`src/rtl/ni_tx_if.sv`:
```
// ni_tx_if: signal bundle of the NI transmitter.
// master: the transmitter side (takes commands/payload and router status, drives flits and status).
// slave : the core plus router side.
// Signals: cmd_* packet command handshake, pl_* payload stream handshake,
//          odata/ovalid/ovch flit channel, irdy/ilck/iack per-VC router status,
//          busy and pkt_cnt transmitter status.
interface ni_tx_if #(
  parameter int DATA_W  = 32,
  parameter int NVC     = 3,
  parameter int VCW     = 2,
  parameter int COORD_W = 2,
  parameter int LEN_W   = 4
);
  logic               cmd_valid;
  logic               cmd_ready;
  logic [COORD_W-1:0] cmd_dstx;
  logic [COORD_W-1:0] cmd_dsty;
  logic [LEN_W-1:0]   cmd_len;
  logic [VCW-1:0]     cmd_vch;
  logic               pl_valid;
  logic [DATA_W-3:0]  pl_data;
  logic               pl_ready;
  logic [DATA_W-1:0]  odata;
  logic               ovalid;
  logic [VCW-1:0]     ovch;
  logic [NVC-1:0]     irdy;
  logic [NVC-1:0]     ilck;
  logic [NVC-1:0]     iack;
  logic               busy;
  logic [15:0]        pkt_cnt;
  modport master (
    input  cmd_valid, cmd_dstx, cmd_dsty, cmd_len, cmd_vch, pl_valid, pl_data, irdy, ilck, iack,
    output cmd_ready, pl_ready, odata, ovalid, ovch, busy, pkt_cnt
  );
  modport slave (
    output cmd_valid, cmd_dstx, cmd_dsty, cmd_len, cmd_vch, pl_valid, pl_data, irdy, ilck, iack,
    input  cmd_ready, pl_ready, odata, ovalid, ovch, busy, pkt_cnt
  );
endinterface

```
`src/rtl/ni_tx.sv`:
```
// ni_tx: injection-side NI transmitter turning a packet command plus payload stream into router flits.
// Ports: clk; rst_ (synchronous, active-low); bus (ni_tx_if.master) carrying the command and
//        payload handshakes, the registered flit channel odata/ovalid/ovch, the per-VC router
//        status irdy/ilck/iack, and the busy/pkt_cnt status outputs.
// Optional: define NI_TX_CREDIT_EN to pace each VC with local credit counters instead of irdy.
module ni_tx #(
  parameter int DATA_W    = 32,
  parameter int NVC       = 3,
  parameter int VCW       = 2,
  parameter int COORD_W   = 2,
  parameter int LEN_W     = 4,
  parameter int MY_XPOS   = 0,
  parameter int MY_YPOS   = 0,
  parameter int CRED_INIT = 4
) (
  input logic    clk,
  input logic    rst_,
  ni_tx_if.master bus
);
  localparam int PAD = DATA_W - 2 - 4 * COORD_W - LEN_W;
  localparam logic [1:0] F_BODY = 2'b00, F_HEAD = 2'b01, F_TAIL = 2'b10, F_HT = 2'b11;
  typedef enum logic [1:0] {IDLE, HEAD, BODY} state_t;
  state_t             st;
  logic [COORD_W-1:0] dx_q, dy_q;
  logic [LEN_W-1:0]   len_q, rem;
  logic [VCW-1:0]     vc_q;
  logic               can_send, can_head, pl_hs, last;
  logic [DATA_W-1:0]  head;
  assign can_head    = can_send && !bus.ilck[vc_q];
  assign bus.pl_ready = st == BODY && can_send;
  assign pl_hs       = bus.pl_valid && bus.pl_ready;
  assign last        = rem == LEN_W'(1);
  assign head        = {len_q == '0 ? F_HT : F_HEAD, dx_q, dy_q, COORD_W'(MY_XPOS), COORD_W'(MY_YPOS),
                        len_q, {PAD{1'b0}}};
`ifdef NI_TX_CREDIT_EN
  localparam int CW = $clog2(CRED_INIT + 1);
  logic [CW-1:0] cred [NVC];
  logic          snd;
  logic          unused;
  assign unused   = ^bus.irdy;
  assign snd      = (st == HEAD && can_head) || pl_hs;
  assign can_send = cred[vc_q] != '0;
  // a send and an ack in the same cycle cancel; acks never push a credit above CRED_INIT
  always_ff @(posedge clk)
    for (int i = 0; i < NVC; i++)
      if (!rst_) cred[i] <= CW'(CRED_INIT);
      else if (snd && vc_q == VCW'(i)) cred[i] <= bus.iack[i] ? cred[i] : cred[i] - CW'(1);
      else if (bus.iack[i] && cred[i] != CW'(CRED_INIT)) cred[i] <= cred[i] + CW'(1);
`else
  logic unused;
  assign unused   = ^{bus.iack, CRED_INIT != 0};
  assign can_send = bus.irdy[vc_q];
`endif
  always_ff @(posedge clk)
    if (!rst_) begin
      st            <= IDLE;
      bus.cmd_ready <= 1'b0;
      bus.odata     <= '0;
      bus.ovalid    <= 1'b0;
      bus.ovch      <= '0;
      bus.busy      <= 1'b0;
      bus.pkt_cnt   <= '0;
      dx_q          <= '0;
      dy_q          <= '0;
      len_q         <= '0;
      rem           <= '0;
      vc_q          <= '0;
    end else begin
      bus.ovalid <= 1'b0;
      bus.odata  <= '0;
      case (st)
        IDLE:
          if (bus.cmd_valid && bus.cmd_ready) begin
            dx_q          <= bus.cmd_dstx;
            dy_q          <= bus.cmd_dsty;
            len_q         <= bus.cmd_len;
            rem           <= bus.cmd_len;
            vc_q          <= int'(bus.cmd_vch) < NVC ? bus.cmd_vch : '0;
            st            <= HEAD;
            bus.cmd_ready <= 1'b0;
            bus.busy      <= 1'b1;
          end else bus.cmd_ready <= 1'b1;
        HEAD:
          if (can_head) begin
            bus.ovalid <= 1'b1;
            bus.ovch   <= vc_q;
            bus.odata  <= head;
            if (len_q == '0) begin
              bus.pkt_cnt   <= bus.pkt_cnt + 16'd1;
              bus.cmd_ready <= 1'b1;
              bus.busy      <= 1'b0;
              st            <= IDLE;
            end else st <= BODY;
          end
        BODY:
          if (pl_hs) begin
            bus.ovalid <= 1'b1;
            bus.ovch   <= vc_q;
            bus.odata  <= {last ? F_TAIL : F_BODY, bus.pl_data};
            rem        <= rem - LEN_W'(1);
            if (last) begin
              bus.pkt_cnt   <= bus.pkt_cnt + 16'd1;
              bus.cmd_ready <= 1'b1;
              bus.busy      <= 1'b0;
              st            <= IDLE;
            end
          end
        default: st <= IDLE;
      endcase
    end
endmodule
```
`src/flat_wrapper.sv`:
```
// flat-port wrapper written by rule: the top's interface ports become plain ports
module ni_tx_flat 
#(
  parameter int DATA_W    = 32,
  parameter int NVC       = 3,
  parameter int VCW       = 2,
  parameter int COORD_W   = 2,
  parameter int LEN_W     = 4,
  parameter int MY_XPOS   = 0,
  parameter int MY_YPOS   = 0,
  parameter int CRED_INIT = 4
)
  (clk, rst_, bus_cmd_valid, bus_cmd_dstx, bus_cmd_dsty, bus_cmd_len, bus_cmd_vch, bus_pl_valid, bus_pl_data, bus_irdy, bus_ilck, bus_iack, bus_cmd_ready, bus_pl_ready, bus_odata, bus_ovalid, bus_ovch, bus_busy, bus_pkt_cnt);
  ni_tx_if #(.DATA_W(DATA_W), .NVC(NVC), .VCW(VCW), .COORD_W(COORD_W), .LEN_W(LEN_W)) bus_i ();
  input logic clk;
  input logic rst_;
  input wire logic [$bits(bus_i.cmd_valid)-1:0] bus_cmd_valid;
  input wire logic [$bits(bus_i.cmd_dstx)-1:0] bus_cmd_dstx;
  input wire logic [$bits(bus_i.cmd_dsty)-1:0] bus_cmd_dsty;
  input wire logic [$bits(bus_i.cmd_len)-1:0] bus_cmd_len;
  input wire logic [$bits(bus_i.cmd_vch)-1:0] bus_cmd_vch;
  input wire logic [$bits(bus_i.pl_valid)-1:0] bus_pl_valid;
  input wire logic [$bits(bus_i.pl_data)-1:0] bus_pl_data;
  input wire logic [$bits(bus_i.irdy)-1:0] bus_irdy;
  input wire logic [$bits(bus_i.ilck)-1:0] bus_ilck;
  input wire logic [$bits(bus_i.iack)-1:0] bus_iack;
  output wire logic [$bits(bus_i.cmd_ready)-1:0] bus_cmd_ready;
  output wire logic [$bits(bus_i.pl_ready)-1:0] bus_pl_ready;
  output wire logic [$bits(bus_i.odata)-1:0] bus_odata;
  output wire logic [$bits(bus_i.ovalid)-1:0] bus_ovalid;
  output wire logic [$bits(bus_i.ovch)-1:0] bus_ovch;
  output wire logic [$bits(bus_i.busy)-1:0] bus_busy;
  output wire logic [$bits(bus_i.pkt_cnt)-1:0] bus_pkt_cnt;
  assign bus_i.cmd_valid = bus_cmd_valid;
  assign bus_i.cmd_dstx = bus_cmd_dstx;
  assign bus_i.cmd_dsty = bus_cmd_dsty;
  assign bus_i.cmd_len = bus_cmd_len;
  assign bus_i.cmd_vch = bus_cmd_vch;
  assign bus_i.pl_valid = bus_pl_valid;
  assign bus_i.pl_data = bus_pl_data;
  assign bus_i.irdy = bus_irdy;
  assign bus_i.ilck = bus_ilck;
  assign bus_i.iack = bus_iack;
  assign bus_cmd_ready = bus_i.cmd_ready;
  assign bus_pl_ready = bus_i.pl_ready;
  assign bus_odata = bus_i.odata;
  assign bus_ovalid = bus_i.ovalid;
  assign bus_ovch = bus_i.ovch;
  assign bus_busy = bus_i.busy;
  assign bus_pkt_cnt = bus_i.pkt_cnt;
  ni_tx #(.DATA_W(DATA_W), .NVC(NVC), .VCW(VCW), .COORD_W(COORD_W), .LEN_W(LEN_W), .MY_XPOS(MY_XPOS), .MY_YPOS(MY_YPOS), .CRED_INIT(CRED_INIT)) u_core (.clk(clk), .rst_(rst_), .bus(bus_i));
endmodule
```
`config.mk`:
```
export PLATFORM = sky130hd
export DESIGN_NAME = ni_tx_flat
export DESIGN_NICKNAME = d
export VERILOG_FILES = /design/src/rtl/ni_tx_if.sv /design/src/rtl/ni_tx.sv /design/src/flat_wrapper.sv
export SDC_FILE = /design/constraint.sdc
export NUM_CORES = 1
export LEC_CHECK = 0
export CAP_MARGIN = 20
export CORE_MARGIN = 10
export CORE_UTILIZATION = 44
export DETAILED_ROUTE_END_ITERATION = 16
export PLACE_DENSITY = 0.8
export SLEW_MARGIN = 20
export SYNTH_ARGS = -nofsm -noshare
export SYNTH_HDL_FRONTEND = slang
export SYNTH_SLANG_ARGS = --single-unit
```
`constraint.sdc`:
```
create_clock -name clk -period 2.65 [get_ports clk]
set_input_delay 0.3975 -clock clk [delete_from_list [all_inputs] [get_ports clk]]
set_output_delay 0.3975 -clock clk [all_outputs]
set_load 0.005 [all_outputs]
```
==> reports/qor.txt <==
Hold Crit Start: u_core.dx_q[1]$_SDFFE_PN0P_
Critical R2R Launch: u_core.st[0]$_SDFFE_PN0P_
syn_nets: 371
# DRC: 0
hold path cells: 2
syn_area_per_cell: 9.223 µm²
die height: 100.6 µm
Arrival @ worst endpoint: 1.99 ns
RSZ-0062 raised after global routing: no
DP Cell Count: 483
DR pass1 iterations: 4
synth top area cells: dfxtp_1 (48%), and2_1 (5.3%), a21oi_1 (4.9%)
Data required, critical path: 2.25 ns
worst skew pair latency: 0.35 ns
TritonCTS clock tree: done
post-synthesis instance total: 310
Setup Crit Path Kind: reg2out
CTS Root Cell: clkbuf_8
Ant. Diodes: 0
worst hold path endpoint: u_core.dx_q[1]$_SDFFE_PN0P_
Final Power: 2.522 mW
setup TNS: 0 ns
Register-to-Register Path Depth: 6
Initial Utilization: 45.28%
Detailed Route Iter0 Violations: 102
Via density: 5.242
Routability Congestion: 0.7728
power per cell area: 608.4 nW/µm²
Total GRT Usage: 15.70%
fin nets: 478
Netlist cell types: 42
commonest non-fill, non-tap cell in the layout: clkdlybuf4s50_1
global-route wire length before repair: 12.85 mm
Hold Violations, Final: 0
grt ovf: 0
DP Wirelength: 6.078 mm
Synth Warn #: 0
final setup fails: 0
hold_ws: 0.4677 ns
TritonCTS buffer count: 9
CTS resizes: 0
core area: 6314 µm²
internal reg-to-reg setup slack: 0.36 ns
status: completed
H-tree lvl count: 3
Die Area: 10120 µm²
CTS Buffer Depth: 2
wire per inst: 16.02 µm
post-synthesis sequential area ratio: 48.32%
Peak VDD IR: 349.7 µV
largest area contributor in the netlist: dfxtp_1
leak pwr: 1.472 nW
sequence of cells on the critical path: inv_1, ha_1, and2_1, clkdlybuf4s50_1
Slew HR: 67.14%
Hold Crit Class: reg2reg
die width: 100.6 µm
antenna violations before repair: 0
Worst Tran Pin Value: 0.4896 ns
Routed Wire Length: 7.996 mm
crit path max-delay cell type: clkdlybuf4s50_1
most frequent cells in the layout: clkdlybuf4s50_1 (103), dfxtp_1 (69), nand2_1 (33), a21oi_1 (28), and2_1 (24)
I/O pins: 107
max_cap viols: 0
via count: 2616
time the worst path needs with I/O delays and setup: 2.387 ns
mapped cell area: 2859 µm²
PortBufs: 103
Worst Skew: 0.009746 ns
crit path max fanout: 14
vias in the first global route: 2585
Post-Route Utilization: 65.66%
cts hold-fix bufs: 0
clock sink total: 69
Final Slew Violations: 0
slowest stage delay, CP: 0.51 ns
largest net degree at the start of global routing: 24
ANT nets after route: 0
top-area cell type share of the netlist area: 48.32%
reg2reg end: u_core.bus.pkt_cnt[14]$_SDFFE_PN0P_
Site Rows: 29
crit path capture type: primary output
Yosys reg bits: 69
layout cells sized above 1: 7.346%
Area Growth Syn to Fin: 44.99%
Non-Filler Instances: 499
fmax: 0.4190 GHz
part of the cycle the worst path needs: 90.07%
Worst setup SP type: flip-flop
clock slew at reported path FFs: 0.07 ns
postcts setup bufs: 0
cells by family (layout without fill, tap and decap cells):
family	count (synthesis)	count (layout)	share of synthesized area [%]
simple gates	130	130	25.56
flops	69	69	48.31
compound gates	65	65	14.53
buf+inv	27	139	4.245
mux	11	11	3.851
fa+ha+maj	8	8	3.501
synth_stat cells:
cell / count
a211o_1: 1
a21bo_2: 1
a21oi_1: 28
a22oi_1: 8
a32oi_1: 1
and2_1: 24
and3_1: 2
buf_2: 4
buf_6: 2
clkbuf_1: 11
dfxtp_1: 69
ha_1: 8
inv_1: 10
mux2i_1: 11
nand2_1: 33
nand2b_1: 5
nand3_1: 7
nand3b_1: 5
nand4_1: 5
nand4_2: 1
nand4_4: 1
nor2_1: 22
nor2b_1: 3
nor3b_1: 1
nor4_1: 2
o2111a_1: 1
o21ai_0: 7
o21ai_1: 1
o21bai_1: 1
o221a_2: 1
o221ai_1: 1
o22ai_1: 1
o31a_1: 1
o31ai_1: 11
o41a_1: 1
or2_2: 1
or3_1: 2
or3_4: 1
or3b_1: 1
or4_1: 11
or4b_1: 1
or4bb_1: 2
per-stage QoR:
stage	worst slack [ns]	instance area [µm²]
after floorplan	0.6248	2859
after global placement	0.06444	3978
after detailed placement	0.02449	3978
after CTS	0.2570	4145
after global routing	0.1643	4145
final	0.2631	4145
flip-flops by register name, indices dropped and copies added, names as in the netlist:
name	count
u_core.bus.odata	32
u_core.bus.cmd_ready	1
u_core.bus.busy	1
u_core.bus.ovch	2
u_core.bus.ovalid	1
u_core.len_q	4
u_core.vc_q	2
u_core.bus.pkt_cnt	16
u_core.dx_q	2
u_core.rem	4
u_core.dy_q	2
u_core.st	2
per-layer routing:
layer,share of wire (%),global-route usage [%]
met4,1.5,6.522
met5,0,0
met2,50,26.54
met3,7.3,4.458
met1,41,18.09
how the worst max path moves through the flow:
stage                                    from                                  end  depth (start not counted)
floorplan           u_core.st[1]$_SDFFE_PN0P_   u_core.bus.pkt_cnt[9]$_SDFFE_PN0P_                          7
finish              u_core.st[0]$_SDFFE_PN0P_                         bus_pl_ready                          4
global placement                  bus_irdy[1]   u_core.bus.pkt_cnt[2]$_SDFFE_PN0P_                          7
global route        u_core.st[0]$_SDFFE_PN0P_                         bus_pl_ready                          4
detailed placement                bus_irdy[1]  u_core.bus.pkt_cnt[14]$_SDFFE_PN0P_                          6
CTS                 u_core.st[0]$_SDFFE_PN0P_                         bus_pl_ready                          4
critical path, delay by kind of cell, from the launching register on:
family / cells / cell delay, ns
fa+ha+maj: 1 / 0.46
simple gates: 1 / 0.21
buf+inv: 2 / 0.63
flops: 1 / 0.35
power by group:
part           internal [mW]  switching [mW]
sequential              1.10          0.0594
combinational          0.295           0.326
clock                  0.338           0.408
final cells by class:
type | instances | area (µm²)
clock buffer | 10 | 127.6
clock inverter | 6 | 40.04
fill | 535 | 2168
inverter | 10 | 37.54
multi-input combinational | 214 | 1356
sequential | 69 | 1381
tap | 77 | 96.34
timing repair buffer | 113 | 1106
Power figures use the tool's default switching activity.
